**src/rtl/rptr_empty.sv**
```systemverilog
// rptr_empty: read-side pointer and empty-flag generator for the async FIFO.
// Everything here runs in the read clock domain. The binary read pointer
// walks PTR_MIN..PTR_MAX and wraps back to PTR_MIN. It is published as Gray
// code to the write domain. The synchronized Gray write pointer is decoded
// here to produce empty, the occupancy level, almost-empty and a sticky
// underflow flag.
//
// The pointer range is symmetric around the middle of the PTR_W-bit space,
// because PTR_MIN + PTR_MAX == 2**PTR_W - 1. As a result, the Gray codes of
// PTR_MAX and PTR_MIN differ only in the MSB, and the wrap is still a
// single-bit change as seen by the write-domain synchronizer.

module rptr_empty #(
  parameter int PTR_W     = 6,
  parameter int PTR_MIN   = 9,
  parameter int PTR_MAX   = 54,
  parameter int AE_THRESH = 4
) (
  input  logic             rclk,
  input  logic             rrst_n,
  input  logic             ren,
  input  logic [PTR_W-1:0] g_wptr_sync,
  output logic [PTR_W-1:0] b_rptr,
  output logic [PTR_W-1:0] g_rptr,
  output logic [PTR_W-1:0] raddr,
  output logic             empty,
  output logic [PTR_W-1:0] rd_level,
  output logic             almost_empty,
  output logic             underflow
);

  // Pointer ranges that are not symmetric would break the one-bit Gray wrap.
  if (PTR_MIN + PTR_MAX != (1 << PTR_W) - 1) begin : g_bad_range
    $fatal(1, "rptr_empty: PTR_MIN + PTR_MAX must equal 2**PTR_W - 1");
  end

  localparam logic [PTR_W-1:0] L_MIN  = PTR_W'(PTR_MIN);
  localparam logic [PTR_W-1:0] L_MAX  = PTR_W'(PTR_MAX);
  localparam logic [PTR_W-1:0] L_AE   = PTR_W'(AE_THRESH);
  localparam logic [PTR_W:0]   L_SPAN = (PTR_W+1)'(PTR_MAX - PTR_MIN + 1);

  // Binary to Gray conversion.
  function automatic logic [PTR_W-1:0] bin2gray(input logic [PTR_W-1:0] b);
    return b ^ (b >> 1);
  endfunction

  // Gray to binary conversion: each binary bit is the XOR of all Gray bits at
  // that position and above.
  function automatic logic [PTR_W-1:0] gray2bin(input logic [PTR_W-1:0] g);
    logic [PTR_W-1:0] b;
    b[PTR_W-1] = g[PTR_W-1];
    for (int i = PTR_W - 2; i >= 0; i--) begin
      b[i] = g[i] ^ b[i+1];
    end
    return b;
  endfunction

  // Distance from the read pointer to the write pointer around the ring.
  // The subtraction is done one bit wider so that the wrapped case can add
  // the ring span before truncation.
  function automatic logic [PTR_W-1:0] ring_diff(input logic [PTR_W-1:0] w,
                                                 input logic [PTR_W-1:0] r);
    logic [PTR_W:0] d;
    if (w >= r) begin
      d = {1'b0, w} - {1'b0, r};
    end else begin
      d = {1'b0, w} - {1'b0, r} + L_SPAN;
    end
    return d[PTR_W-1:0];
  endfunction

  logic [PTR_W-1:0] r_b_rptr;
  logic [PTR_W-1:0] r_g_rptr;
  logic [PTR_W-1:0] r_raddr;
  logic [PTR_W-1:0] r_level;
  logic             r_ae;
  logic             r_uf;

  logic [PTR_W-1:0] w_wptr_bin;
  logic             w_empty;
  logic             w_accept;
  logic [PTR_W-1:0] w_rptr_inc;
  logic [PTR_W-1:0] w_rptr_nxt;
  logic [PTR_W-1:0] w_diff;

  // Decode the write pointer, detect empty, and form the next read pointer and its occupancy.
  always_comb begin
    w_wptr_bin = gray2bin(g_wptr_sync);
    w_empty    = (r_b_rptr == w_wptr_bin);
    w_accept   = ren && !w_empty;
    if (r_b_rptr == L_MAX) begin
      w_rptr_inc = L_MIN;
    end else begin
      w_rptr_inc = r_b_rptr + PTR_W'(1);
    end
    if (w_accept) begin
      w_rptr_nxt = w_rptr_inc;
    end else begin
      w_rptr_nxt = r_b_rptr;
    end
    w_diff = ring_diff(w_wptr_bin, w_rptr_nxt);
  end

  // Pointer, its Gray/address views, level, almost-empty and sticky underflow.
  // The Gray code and the address are registered from the next pointer, so
  // they track b_rptr exactly and reach the synchronizer glitch-free.
  always_ff @(posedge rclk or negedge rrst_n) begin
    if (!rrst_n) begin
      r_b_rptr <= L_MIN;
      r_g_rptr <= bin2gray(L_MIN);
      r_raddr  <= '0;
      r_level  <= '0;
      r_ae     <= 1'b1;
      r_uf     <= 1'b0;
    end else begin
      r_b_rptr <= w_rptr_nxt;
      r_g_rptr <= bin2gray(w_rptr_nxt);
      r_raddr  <= w_rptr_nxt - L_MIN;
      r_level  <= w_diff;
      r_ae     <= (w_diff <= L_AE);
      r_uf     <= r_uf | (ren & w_empty);
    end
  end

  assign b_rptr       = r_b_rptr;
  assign g_rptr       = r_g_rptr;
  assign raddr        = r_raddr;
  assign empty        = w_empty;
  assign rd_level     = r_level;
  assign almost_empty = r_ae;
  assign underflow    = r_uf;

  rptr_empty_chk #(
    .PTR_W   (PTR_W),
    .PTR_MIN (PTR_MIN),
    .PTR_MAX (PTR_MAX)
  ) u_chk (
    .rclk     (rclk),
    .rrst_n   (rrst_n),
    .b_rptr   (r_b_rptr),
    .g_rptr   (r_g_rptr),
    .rd_level (r_level),
    .empty    (w_empty)
  );

endmodule

// rptr_empty_chk: structural invariants of the read pointer logic.
module rptr_empty_chk #(
  parameter int PTR_W   = 6,
  parameter int PTR_MIN = 9,
  parameter int PTR_MAX = 54
) (
  input logic             rclk,
  input logic             rrst_n,
  input logic [PTR_W-1:0] b_rptr,
  input logic [PTR_W-1:0] g_rptr,
  input logic [PTR_W-1:0] rd_level,
  input logic             empty
);

  localparam logic [PTR_W-1:0] L_MIN     = PTR_W'(PTR_MIN);
  localparam logic [PTR_W-1:0] L_MAX     = PTR_W'(PTR_MAX);
  localparam logic [PTR_W-1:0] L_LVL_MAX = PTR_W'(PTR_MAX - PTR_MIN);

  a_ptr_range: assert property (@(posedge rclk) disable iff (!rrst_n)
    (b_rptr >= L_MIN) && (b_rptr <= L_MAX));

  a_gray_one_bit: assert property (@(posedge rclk) disable iff (!rrst_n)
    $countones(g_rptr ^ $past(g_rptr)) <= 1);

  a_level_max: assert property (@(posedge rclk) disable iff (!rrst_n)
    rd_level <= L_LVL_MAX);

  a_no_adv_empty: assert property (@(posedge rclk) disable iff (!rrst_n)
    $past(empty) |-> (b_rptr == $past(b_rptr)));

endmodule

```
**config.mk**
```make
export PLATFORM = sky130hd
export DESIGN_NAME = rptr_empty
export DESIGN_NICKNAME = d
export VERILOG_FILES = /design/src/rtl/rptr_empty.sv
export SDC_FILE = /design/constraint.sdc
export NUM_CORES = 1
export LEC_CHECK = 0
export ABC_CLOCK_PERIOD_IN_PS = 4100
export BUFFER_PORTS_ARGS = -buffer_cell sky130_fd_sc_hd__clkbuf_2
export CORE_UTILIZATION = 42
export DETAILED_ROUTE_END_ITERATION = 16
export PLACE_DENSITY = 0.7
export SYNTH_ARGS = -nofsm -noshare
export SYNTH_HDL_FRONTEND = slang
export SYNTH_SLANG_ARGS = --single-unit
```
**constraint.sdc**
```tcl
create_clock -name rclk -period 4.1 [get_ports rclk]
set_clock_uncertainty 0.05 [all_clocks]
set_input_delay 1.025 -clock rclk [delete_from_list [all_inputs] [get_ports rclk]]
set_output_delay 1.025 -clock rclk [all_outputs]
set_load 0.005 [all_outputs]
```
==> out/qor.txt, run 1 <==
#FFs+latches synth: 25
N_diodes: 0
Synth area leader: dfrtp_1
Vias per inst: 5.37
Num CTS Buffers: 3
Minimum clock period: 4300 ps
Syn Area/Cell: 9.73 um^2
CTS H-tree depth: 1
Failing checks: negative setup slack
Max-slew violations: 0
Power Density: 1060 nW/um^2
FF/Latch Area: 633 um^2
First-pass GRT wire length: 9320 um
Relative slew slack: 0.602
I/O pin total: 36
Root Driver: clkbuf_8
RSZ-0062 raised after global routing: true
Syn Nets: 220
Max Fclk: 233 MHz
Total power draw: 3.13 mW
Final core utilization: 0.673
Number of synthesized flops with an enable pin: 0
Final ANT Viol Nets: 0
Worst IR Drop VDD: 0.728 mV
Initial DRC Count: 133
Dpl cells: 335
Final Hold Vio Count: 0
Ys Warns: 0
CP max FO: 7
WS Path Type: in2reg
Share of cells above drive strength 1: 0.518
WP data required: 4250 ps
Initial antenna violation count: 0
Hold Buf Count CTS: 0
Final WS setup: -196 ps
Critical Path AT: 4440 ps
Crit start category: input port
Least-Margin Pin Slew: 597 ps
Drt pass-1 iters: 4
Die X: 69.9 um
DR WL/cell: 15.5 um
Via total after detailed routing: 1,894
WL final: 5460 um
Worst-path clk slew: 90 ps
Finished Layout Cells: 353
Asr flop ratio synth: 1.00
Sink Count: 25
Tcrit/Tclk final: 1.05
Post-Syn Area: 1940 um^2
HPWL after DPL: 4090 um
Starting Density: 0.442
Nets: 323
Clock Latency Late Sink: 270 ps
Crit end category: register
Core area: 4380 um^2
Share of the yosys chip area belonging to registers: 0.327
Fin Hold WS: 430 ps
Setup TNS: -341 ps
Core Rows: 24
Port buffer count: 35
Grt ovf: 0
Filler cells: 336
Commonest register cell after synthesis: dfrtp_1
Placed Area: 2660 um^2
Synth Instances: 199
Final Wtd Congestion: 0.855
Die Ht: 69.9 um
Distinct cell type count after synthesis: 59
DRC violations left: 0
Multi-input logic area: 1380 um^2
# setup viols final: 3
Synth area leaders: dfrtp_1, dfstp_2, ha_1, xnor2_1, mux2i_1
Pin count of the biggest net entering global routing: 26
CTS tree: built
MaxCap Viol Count: 0
Hold WC Path Type: reg2reg
Pleak: 1.40 nW
Status: finished, violations left
Clk buf depth: 2
Area growth syn-to-layout: 52.4%
Design Area, Final: 2950 um^2
Vias in the first global route: 1,941
Post-place setup slack: -572 ps
Total GRT Usage: 0.237
Die ar.: 4890 um^2
Synth top area share: 0.245
layer usage:
| metal | vias up | wire [um] | global-route usage |
|---|---|---|---|
| li1 | 927 | - | - |
| met1 | 918 | 2360 | 0.314 |
| met2 | 47 | 2850 | 0.413 |
| met3 | 2 | 229 | 0.0418 |
| met4 | 0 | 24 | 0.0356 |
| met5 | - | 0 | 0 |
where the power goes:
part	switching, mW	total [mW]	internal (mW)
clock	0.0765	0.145	0.0688
combinational	1.20	2.50	1.30
sequential	0.0716	0.486	0.415
Yosys cell counts (all sizes together), types with 3 or more instances:
master / instances
nor3: 5
nand4: 3
nand3: 6
o21ai: 7
xnor2: 20
a21oi: 11
xor2: 4
dfstp: 6
ha: 12
nor2: 9
nand3b: 3
mux2i: 7
a211oi: 3
clkbuf: 4
inv: 17
a21boi: 3
o41ai: 3
dfrtp: 19
or3: 5
nand2: 10
cell families (layout without fill, tap and decap cells):
family	after synthesis	after routing	share of synthesized area
AO/OA/AOI/OAI	49	49	0.197
XOR/XNOR	24	24	0.120
adder cells (fa/ha/maj)	12	12	0.0775
buffers and inverters	23	125	0.0484
flip-flops	25	25	0.327
multiplexers	8	8	0.0504
AND/OR/NAND/NOR	58	58	0.180
path summary, 6_finish.rpt:
path                                startpoint                      to  slack (ps)  cells past startpoint
min in group asynchronous               rrst_n     b_rptr[5]$_DFF_PN0_         690                      1
max in group asynchronous               rrst_n      raddr[1]$_DFF_PN0_        2910                      1
setup / recovery                g_wptr_sync[5]  almost_empty$_DFF_PN1_        -200                     17
setup reg to reg           b_rptr[0]$_DFF_PN1_  almost_empty$_DFF_PN1_         130                     16
hold / removal             underflow$_DFF_PN0_     underflow$_DFF_PN0_         430                      1
hold reg to reg            underflow$_DFF_PN0_     underflow$_DFF_PN0_         430                      1
worst max-delay path, cell delays in order:
cell and delay [ps]:
clkbuf_16 130, xnor2_4 140, inv_2 90, xnor2_4 220, mux2i_4 330, nor2_2 80
nor2_2 130, nand4_1 160, xnor2_2 190, o21bai_4 190, ha_4 280, and3_4 180
o31a_4 150, o211a_1 180, a2111oi_4 70, or4_2 690, a41oi_2 200
registers in the layout (all words and copies together) (netlist names):
| register | flops |
|---|---|
| almost_empty | 1 |
| b_rptr | 6 |
| g_rptr | 5 |
| raddr | 6 |
| rd_level | 6 |
| underflow | 1 |
area by class of cell:
| class | count | area share |
|---|---|---|
| clock buffers | 3 | 0.0140 |
| inverters | 17 | 0.0216 |
| repair buffers | 104 | 0.256 |
| multi-input cells | 151 | 0.469 |
| clock inverters | 1 | 0.00254 |
| well taps | 52 | 0.0220 |
| flip-flops and latches | 25 | 0.214 |
repair_timing:
action,CTS,global route
buffers inserted,12,5
pin swaps,16,15
resized for setup,24,7
hold endpoints to repair,0,0
setup endpoints to repair,5,7
cell usage in the layout (no fill, tap or decap), types with 2 or more instances in the layout:
| master | Yosys | final |
|---|---|---|
| buf_4 | 2 | 63 |
| clkbuf_2 | 0 | 31 |
| dfrtp_1 | 19 | 19 |
| inv_1 | 15 | 15 |
| xnor2_1 | 17 | 15 |
| nand2_1 | 10 | 10 |
| a21oi_1 | 11 | 10 |
| ha_1 | 12 | 8 |
| buf_6 | 0 | 7 |
| nand3_1 | 6 | 6 |
| o21ai_0 | 7 | 6 |
| dfstp_2 | 6 | 6 |
| nor3_1 | 5 | 5 |
| nor2_1 | 8 | 5 |
| xor2_1 | 4 | 4 |
| or3_1 | 4 | 4 |
| mux2i_2 | 0 | 4 |
| xnor2_4 | 0 | 3 |
| nor2_2 | 0 | 3 |
| nand3b_1 | 3 | 3 |
| nand4_1 | 3 | 3 |
| ha_2 | 0 | 3 |
| clkbuf_8 | 0 | 3 |
| o211a_1 | 2 | 2 |
| inv_2 | 2 | 2 |
| mux2i_4 | 1 | 2 |
| xnor2_2 | 3 | 2 |
| a211o_1 | 2 | 2 |
| and2_1 | 2 | 2 |
| o41ai_1 | 3 | 2 |
| a21o_1 | 2 | 2 |
| o31ai_1 | 2 | 2 |
| a211oi_1 | 3 | 2 |
| a31oi_1 | 2 | 2 |
| nand2b_1 | 2 | 2 |
| nand4b_1 | 2 | 2 |
(Power assumes the default switching activity.)
==> inputs of run 2 (changes only) <==
- ABC_CLOCK_PERIOD_IN_PS: 4100 -> 5050
- BUFFER_PORTS_ARGS: -buffer_cell sky130_fd_sc_hd__clkbuf_2 -> default
- DONT_BUFFER_PORTS: default -> 1
- PLACE_DENSITY: 0.7 -> 0.6
- clock period: 4.1 -> 5.05 ns (I/O delays scaled with it)
==> out/qor.txt, run 2 (same netlist as run 1, synthesis figures left out) <==
Critical Path AT: 4900 ps (+460 ps)
Starting Density: 0.442 (unchanged)
Crit end category: register
CTS tree: built
Minimum clock period: 4760 ps
Sink Count: 25 (unchanged)
Met1 GRT Util: 0.260 (-0.0535)
DR WL/cell: 17.5 um (+13%)
Final Hold Vio Count: 0 (unchanged)
Final core utilization: 0.484 (-0.189)
MaxCap Viol Count: 0 (unchanged)
CP max stage delay: 470 ps (-220 ps)
Die ar.: 4890 um^2 (unchanged)
Share of cells above drive strength 1: 0.206 (-0.313)
Hold WC Path Type: reg2reg
Total GRT Usage: 0.199 (-0.0384)
Relative slew slack: 0.606 (+0.00413)
HPWL after DPL: 3680 um (-10%)
Final WS setup: 287 ps (+483 ps)
Max-slew violations: 0 (unchanged)
Clk buf depth: 2 (unchanged)
# setup viols final: 0 (-3)
Via total after detailed routing: 1,549 (-18%)
Least-Margin Pin Slew: 585 ps (-12.4 ps)
Met3 usage: 0.0231 (-0.0188)
Vias in the first global route: 1,552 (-20%)
Max Fclk: 210 MHz
Port buffer count: 0 (-100%)
Nets: 231 (-28%)
Tcrit/Tclk final: 0.943
WL final: 4570 um (-16%)
Pin count of the biggest net entering global routing: 26 (unchanged)
Crit start category: input port
FF/Latch Area: 633 um^2 (unchanged)
Most frequent cells in the layout: dfrtp_1, xnor2_1, inv_1
Design Area, Final: 2120 um^2 (-28%)
Most common cell after layout, fill and taps aside: dfrtp_1
CP top delay family: compound AO/OA/AOI/OAI gates
M2 GR Usage: 0.325 (-0.0887)
CP max FO: 6 (-1)
Num CTS Buffers: 3 (unchanged)
Initial antenna violation count: 0 (unchanged)
Grt ovf: 0 (unchanged)
N_diodes: 0 (unchanged)
Drt pass-1 iters: 4 (unchanged)
Clock Latency Late Sink: 260 ps (about the same)
Vias per inst: 5.93 (+11%)
Final Wtd Congestion: 0.964 (+13%)
Root Driver: clkbuf_8
DRC violations left: 0 (unchanged)
Area growth syn-to-layout: 9.63%
First-pass GRT wire length: 7650 um (-18%)
Placed Area: 2060 um^2 (-22%)
Most used cell, CP: ha_1
Fin Hold WS: 448 ps (+18.2 ps)
Layer with the highest usage: met2
WP buf/inv: 1 (-1)
I/O pin total: 36 (unchanged)
Die Ht: 69.9 um (unchanged)
Multi-input logic area: 1220 um^2 (-12%)
WP data required: 5190 ps (+940 ps)
Initial DRC Count: 69 (-48%)
WS Path Type: in2reg
RSZ-0062 raised after global routing: false
Die X: 69.9 um (unchanged)
Slowest CP cell: or3_2
CP Cell Sequence: or3_2 -> a211oi_2 -> nor2_1 -> o21ai_1 -> mux2i_1 -> ha_1 -> inv_1 -> ha_1 -> o41ai_1 -> xnor2_1 -> ha_1 -> nand3_1 -> or3b_1 -> a41oi_2
Status: finished, final reports clean
CTS H-tree depth: 1 (unchanged)
Post-place setup slack: -54.8 ps (+517 ps)
Worst-path clk slew: 90 ps (about the same)
Core area: 4380 um^2 (unchanged)
Core Rows: 24 (unchanged)
Filler cells: 413 (+23%)
Final ANT Viol Nets: 0 (unchanged)
run 2: final cells by class:
type | instances | share of cell area
Inverter | 17 | 0.0301
Timing Repair Buffer | 12 | 0.0424
Tap cell | 52 | 0.0306
Clock buffer | 3 | 0.0194
Sequential cell | 25 | 0.298
Clock inverter | 1 | 0.00354
Multi-Input combinational cell | 151 | 0.576
run 2: final timing paths:
kind / slack, ps / from / cells past startpoint / to
worst max-delay path: 290 / g_wptr_sync[5] / 14 / almost_empty$_DFF_PN1_
worst min-delay path: 450 / underflow$_DFF_PN0_ / 1 / underflow$_DFF_PN0_
worst max register to register: 680 / b_rptr[5]$_DFF_PN0_ / 14 / almost_empty$_DFF_PN1_
worst min register to register: 450 / underflow$_DFF_PN0_ / 1 / underflow$_DFF_PN0_
max in group asynchronous: 4140 / rrst_n / 0 / almost_empty$_DFF_PN1_
min in group asynchronous: 630 / rrst_n / 0 / underflow$_DFF_PN0_
run 2: metrics by stage:
| step | std cells | TNS (ps) |
|---|---|---|
| 4_1_cts | 261 | 0 |
| 3_5_place_dp | 257 | -54.8 |
| 2_1_floorplan | 199 | 0 |
| 6_report | 261 | 0 |
| 3_3_place_gp | 257 | 0 |
| 5_1_grt | 261 | 0 |
run 2: what timing repair did:
action	4_1_cts	5_1_grt
endpoints found under the hold margin	0	0
buffers inserted	0	0
gates resized for setup	0	2
hold buffers	0	0
endpoints found under the setup margin	0	1
run 2: layer usage:
| layer | part of all wire | wire length [um] |
|---|---|---|
| met1 | 0.44 | 1990 |
| met2 | 0.47 | 2170 |
| met3 | 0.063 | 290 |
| met4 | 0.027 | 122 |
| met5 | 0 | 0 |
Power of run 2 is left out: the tool's default activity adds up to more than one toggle a clock period on the data nets, which glitch-free logic cannot reach.
